<file path="src/rtl/seq_divider.sv">
// Unsigned radix-2 restoring divider: one quotient bit per clock, WIDTH iterations,
// one-cycle done pulse with registered quotient/remainder/div_by_zero.
module seq_divider #(
  parameter int unsigned WIDTH = 16
) (
  input  logic             clk,
  input  logic             rst_n,
  input  logic             start,
  input  logic [WIDTH-1:0] dividend,
  input  logic [WIDTH-1:0] divisor,
  output logic             busy,
  output logic             done,
  output logic [WIDTH-1:0] quotient,
  output logic [WIDTH-1:0] remainder,
  output logic             div_by_zero
);

  localparam int unsigned CW = $clog2(WIDTH);
  localparam logic [CW-1:0] LAST = CW'(WIDTH - 1);

  typedef enum logic [1:0] {
    S_IDLE,
    S_CALC,
    S_ZERO
  } state_e;

  state_e           state_q, state_d;
  logic [WIDTH:0]   r_q, r_d;
  logic [WIDTH-1:0] q_q, q_d;
  logic [WIDTH-1:0] dvs_q, dvs_d;
  logic [CW-1:0]    cnt_q, cnt_d;
  logic             done_q, done_d;
  logic             dbz_q, dbz_d;
  logic [WIDTH-1:0] quot_q, quot_d;
  logic [WIDTH-1:0] rem_q, rem_d;

  logic [WIDTH:0]   r_sh;
  logic [WIDTH:0]   trial;
  logic             take;

  // Trial subtraction: add one's complement of {0,divisor} with carry-in 1;
  // a clear MSB means the shifted partial remainder was >= divisor.
  always_comb begin
    r_sh  = {r_q[WIDTH-1:0], q_q[WIDTH-1]};
    trial = r_sh + {1'b1, ~dvs_q} + {{WIDTH{1'b0}}, 1'b1};
    take  = ~trial[WIDTH];
  end

  always_comb begin
    state_d = state_q;
    r_d     = r_q;
    q_d     = q_q;
    dvs_d   = dvs_q;
    cnt_d   = cnt_q;
    done_d  = 1'b0;
    dbz_d   = dbz_q;
    quot_d  = quot_q;
    rem_d   = rem_q;

    unique case (state_q)
      S_IDLE: begin
        if (start) begin
          // In ZERO the Q register simply carries the sampled dividend to the remainder.
          dvs_d   = divisor;
          q_d     = dividend;
          r_d     = '0;
          cnt_d   = '0;
          state_d = (divisor == '0) ? S_ZERO : S_CALC;
        end
      end
      S_CALC: begin
        r_d   = take ? trial : r_sh;
        q_d   = {q_q[WIDTH-2:0], take};
        cnt_d = cnt_q + 1'b1;
        if (cnt_q == LAST) begin
          quot_d  = q_d;
          rem_d   = r_d[WIDTH-1:0];
          dbz_d   = 1'b0;
          done_d  = 1'b1;
          cnt_d   = '0;
          state_d = S_IDLE;
        end
      end
      S_ZERO: begin
        quot_d  = '1;
        rem_d   = q_q;
        dbz_d   = 1'b1;
        done_d  = 1'b1;
        state_d = S_IDLE;
      end
      default: begin
        state_d = S_IDLE;
      end
    endcase
  end

  always_ff @(posedge clk or negedge rst_n) begin
    if (!rst_n) begin
      state_q <= S_IDLE;
      r_q     <= '0;
      q_q     <= '0;
      dvs_q   <= '0;
      cnt_q   <= '0;
      done_q  <= 1'b0;
      dbz_q   <= 1'b0;
      quot_q  <= '0;
      rem_q   <= '0;
    end else begin
      state_q <= state_d;
      r_q     <= r_d;
      q_q     <= q_d;
      dvs_q   <= dvs_d;
      cnt_q   <= cnt_d;
      done_q  <= done_d;
      dbz_q   <= dbz_d;
      quot_q  <= quot_d;
      rem_q   <= rem_d;
    end
  end

  assign busy        = (state_q != S_IDLE);
  assign done        = done_q;
  assign quotient    = quot_q;
  assign remainder   = rem_q;
  assign div_by_zero = dbz_q;

endmodule

</file>
<file path="config.mk">
export PLATFORM = sky130hd
export DESIGN_NAME = seq_divider
export DESIGN_NICKNAME = d
export VERILOG_FILES = /design/src/rtl/seq_divider.sv
export SDC_FILE = /design/constraint.sdc
export NUM_CORES = 1
export LEC_CHECK = 0
export CAP_MARGIN = 10
export CORE_MARGIN = 4
export CORE_UTILIZATION = 40
export DETAILED_ROUTE_END_ITERATION = 6
export GPL_TIMING_DRIVEN = 1
export HOLD_SLACK_MARGIN = 0.02
export PLACE_DENSITY_LB_ADDON = 0.2
export SLEW_MARGIN = 15
export SYNTH_ARGS = -nofsm -noshare
export SYNTH_HDL_FRONTEND = slang
export SYNTH_SLANG_ARGS = --single-unit
</file>
<file path="constraint.sdc">
create_clock -name clk -period 2.6 [get_ports clk]
set_clock_uncertainty 0.2 [all_clocks]
set_input_delay 0.52 -clock clk [delete_from_list [all_inputs] [get_ports clk]]
set_output_delay 0.52 -clock clk [all_outputs]
set_load 0.02 [all_outputs]
</file>
==> flow_summary_export.csv <==
group,metric,value,unit
logic_synthesis,synth.ff_latch_count,88,
route,drtPass1Iterations,4,
global_routing,global_route_usage_over_all_layers,18.7,%
global_routing,grt_pass1_vias,3783,
cts,cts.reportedPaths.clkPinSlew,0.07,ns
cells_and_area,layout-drive-gt1-share,23.2,%
timing,setup_viol,30,
worst_setup_path,startpoint,"dvs_q[0]$_DFFE_PN0P_",
floorplanning,die_area,13300,sq um
place,buffer_ports.inserted,69,
logic_synthesis,synth_area,4620,sq um
cells_and_area,flow.area_growth_from_synthesis,38.2,%
cells_and_area,final_cell_count_no_fill,696,
logic_synthesis,post_synth_inst_count,444,
logic_synthesis,synth.avg_cell_area,10.4,sq um
route,wirelength,12.0,mm
power,sequential_share_of_power,28.2,%
cells_and_area,antenna-diode-count,0,
logic_synthesis,synth_edf_count,0,
route,initial_detailed_routing_violation_count,280,
floorplanning,die_x,116,um
timing,final_min_period_over_clock_period,104,%
job,drv.max_cap_violation_count,0,
timing,timing_max_transition_violations_final,0,
route,dr_total_vias,3795,
power,static-leakage-power,2.85,nW
floorplanning,design.portCount,70,
place,place.gp.congestion,0.839,
worst_setup_path,critical_path_required,2.66,ns
power,report.power.total,7.25,mW
route,drc,0,
hold_path,worstHoldStart,"cnt_q[3]$_DFFE_PN0P_",
timing,post-route-min-period,2.70,ns
hold_path,hold_path_class,"flip-flop to flip-flop",
floorplanning,rows,38,
place,dp_hpwl,8.75,mm
logic_synthesis,async_reset_ff_share,100,%
worst_setup_path,critPathCaptureType,"flip-flop",
floorplanning,fp.coreArea,11100,sq um
cts,root_buffer,"sky130_fd_sc_hd__clkbuf_16",
place,placedInstanceArea,5760,sq um
cts,insertion_delay,0.34,ns
floorplanning,starting_density_of_the_core,41.7,%
worst_setup_path,cp_max_fo,5,
global_routing,grt_start_max_net_pins,54,
power,vdd_ir_drop_max,0.000528,V
place,dp.cells,672,
outcome,run_status,"complete, but fails checks",
cts,clock_tree.htree_level_count,3,
timing,grt_setup_unrepaired,"yes",
cells_and_area,post-route-util,57.7,%
timing,maxClockFrequency,0.371,GHz
floorplanning,die-height,116,um
worst_setup_path,regToRegStartpoint,"dvs_q[0]$_DFFE_PN0P_",
power,power.clock.fraction,20.0,%
global_routing,grt.overflow.total,0,
power,switching_share,38.4,%
cts,cts_tree,"built",
timing,finalWorstSetupSlack,-0.0980,ns
worst_setup_path,critPathKind,"flip-flop to flip-flop",
cts,numCtsBuffers,9,
global_routing,antenna_violations_before_repair,0,
timing,timing_worst_slew_pin_value,0.640,ns
route,drtAntennaViolNets,0,
route,vias_per_cell,5.45,
logic_synthesis,yosys_warnings,0,
power,ratio_of_total_power_to_cell_area,1140,nW/um^2
route,mean_routed_wirelength_per_cell,17.2,um
power,combPwrFrac,51.8,%
global_routing,grt_first_pass_wirelength,19.5,mm
cells_and_area,design_area,6390,sq um
timing,hold_viol_final,0,
cells_and_area,num-nets-final,607,
worst_setup_path,type_of_origin_of_the_critical_path,"flip-flop",
timing,relSlewSlack,57.3,%
cts,clk_path_buf_depth,2,
logic_synthesis,dominantRegCellSynth,"sky130_fd_sc_hd__dfrtp_1",
outcome,violations,"setup timing",
power,p_int,4.47,mW
cts,clock_sinks,88,
worst_setup_path,cp_data_arrival_time,2.75,ns
power,net-switching-power,2.79,mW
logic_synthesis,netlist-cell-type-count,53,
logic_synthesis,synth.net_count,500,
logic_synthesis,synth_sequential_area_ratio,47.6,%
[layout make-up]
cell class | instances | area, sq um
clock buffers | 9 | 225
clock inverters | 7 | 104
fillers | 975 | 4690
inverters | 26 | 97.6
multi-input cells | 309 | 2460
flip-flops and latches | 88 | 2200
well taps | 140 | 175
repair buffers | 117 | 1120
[kinds of logic (layout without fill, tap and decap cells)]
| logic type | count (synthesis) | count (layout) | share of synthesized area (%) |
|---|---|---|---|
| fa+ha+maj | 21 | 21 | 5.85 |
| compound gates | 132 | 132 | 19.6 |
| xor+xnor | 14 | 14 | 2.81 |
| mux | 48 | 48 | 11.0 |
| simple gates | 94 | 94 | 9.07 |
| flops | 88 | 88 | 47.6 |
| buf+inv | 47 | 159 | 4.06 |
[final timing paths]
check                                      endpoint  slack [ns]  cells past startpoint
setup / recovery           remainder[0]$_DFFE_PN0P_        -0.1                     10
hold / removal                 cnt_q[3]$_DFFE_PN0P_        0.29                      1
setup reg to reg           remainder[0]$_DFFE_PN0P_        -0.1                     10
hold reg to reg                cnt_q[3]$_DFFE_PN0P_        0.29                      1
max in group asynchronous   quotient[9]$_DFFE_PN0P_        1.07                      3
min in group asynchronous        q_q[2]$_DFFE_PN0P_        0.48                      2
[state kept, by name, indices dropped and copies added, names as in the netlist]
register and cells:
remainder 16, dvs_q 16, r_q 16, q_q 16, cnt_q 4, done 1
state_q 2, div_by_zero 1, quotient 16
[power by group through the flow]
stage                     sequential [mW]  combinational [mW]  clock, mW
final                                2.05                3.76       1.45
after global routing                 2.10                4.14       1.52
after CTS                            2.03                3.63       1.47
after detailed placement             2.04                3.08          0
after global placement               2.03                3.01          0
after floorplan                      1.94                2.09          0
[synthesized netlist by cell type, types with 7 or more instances]
cell type / n / area [sq um]
sky130_fd_sc_hd__nand2b_1: 7 / 43.8
sky130_fd_sc_hd__nor2_1: 12 / 45.0
sky130_fd_sc_hd__a22oi_1: 15 / 113
sky130_fd_sc_hd__a21oi_1: 17 / 85.1
sky130_fd_sc_hd__inv_1: 25 / 93.8
sky130_fd_sc_hd__ha_1: 20 / 250
sky130_fd_sc_hd__xnor2_1: 8 / 70.1
sky130_fd_sc_hd__a221o_1: 15 / 150
sky130_fd_sc_hd__mux2_2: 17 / 191
sky130_fd_sc_hd__mux2i_1: 30 / 300
sky130_fd_sc_hd__o21ai_0: 52 / 260
sky130_fd_sc_hd__clkbuf_1: 16 / 60.1
sky130_fd_sc_hd__dfrtp_1: 88 / 2200
sky130_fd_sc_hd__nand2_1: 52 / 195
[what timing repair did]
item,4_1_cts,5_1_grt
hold endpoints to repair,36,0
gates cloned,2,0
pin swaps,10,17
endpoints found under the setup margin,32,35
hold buffers,1,0
setup buffers,6,1
gates resized for setup,35,34
[worst max-delay path, stage by stage (launching register included)]
cell                       delay, ns
sky130_fd_sc_hd__dfrtp_1        0.42
sky130_fd_sc_hd__ha_4           0.19
sky130_fd_sc_hd__fa_2           0.34
sky130_fd_sc_hd__nand2b_4       0.17
sky130_fd_sc_hd__a21oi_4        0.16
sky130_fd_sc_hd__o311a_4        0.19
sky130_fd_sc_hd__a21boi_4       0.07
sky130_fd_sc_hd__xnor2_4        0.27
sky130_fd_sc_hd__buf_12         0.16
sky130_fd_sc_hd__mux2_4         0.31
sky130_fd_sc_hd__o21ai_0        0.13
[metrics by stage]
| step | hold slack, ns | TNS, ns | setup slack (ns) |
|---|---|---|---|
| 6_report | 0.287 | -1.66 | -0.0980 |
| 5_1_grt | 0.326 | -4.79 | -0.200 |
| 4_1_cts | 0.292 | -2.77 | -0.142 |
| 3_5_place_dp | 0.279 | -3.05 | -0.192 |
| 3_3_place_gp | 0.271 | -1.11 | -0.0957 |
| 2_1_floorplan | 0.0244 | 0 | 0.0301 |
[cell usage in the layout, fill, tap and decap left out, types with 5 or more instances in the layout]
cell type                         Yosys  routed
sky130_fd_sc_hd__a21oi_1             17      12
sky130_fd_sc_hd__a21oi_2              2       6
sky130_fd_sc_hd__a221o_1             15      15
sky130_fd_sc_hd__a22oi_1             15      15
sky130_fd_sc_hd__buf_4                1      38
sky130_fd_sc_hd__buf_6                1       6
sky130_fd_sc_hd__clkbuf_16            0       9
sky130_fd_sc_hd__clkdlybuf4s50_1      0      67
sky130_fd_sc_hd__dfrtp_1             88      87
sky130_fd_sc_hd__ha_1                20      14
sky130_fd_sc_hd__ha_4                 0       5
sky130_fd_sc_hd__inv_1               25      24
sky130_fd_sc_hd__mux2_2              17      16
sky130_fd_sc_hd__mux2i_1             30      18
sky130_fd_sc_hd__mux2i_2              0       8
sky130_fd_sc_hd__nand2_1             52      51
sky130_fd_sc_hd__nand2b_1             7       6
sky130_fd_sc_hd__nor2_1              12      11
sky130_fd_sc_hd__o21ai_0             52      30
sky130_fd_sc_hd__o21ai_1              1      20
sky130_fd_sc_hd__o21ai_2              2       5
sky130_fd_sc_hd__xnor2_1              8       8
sky130_fd_sc_hd__xor2_1               5       5
[layer usage]
| layer | track usage, % | wire length, um |
|---|---|---|
| met1 | 27.5 | 5930 |
| met4 | 5.79 | 168 |
| met3 | 2.61 | 594 |
| met2 | 28.7 | 5310 |
| met5 | 0 | 0 |
Power figures use the tool's default switching activity.
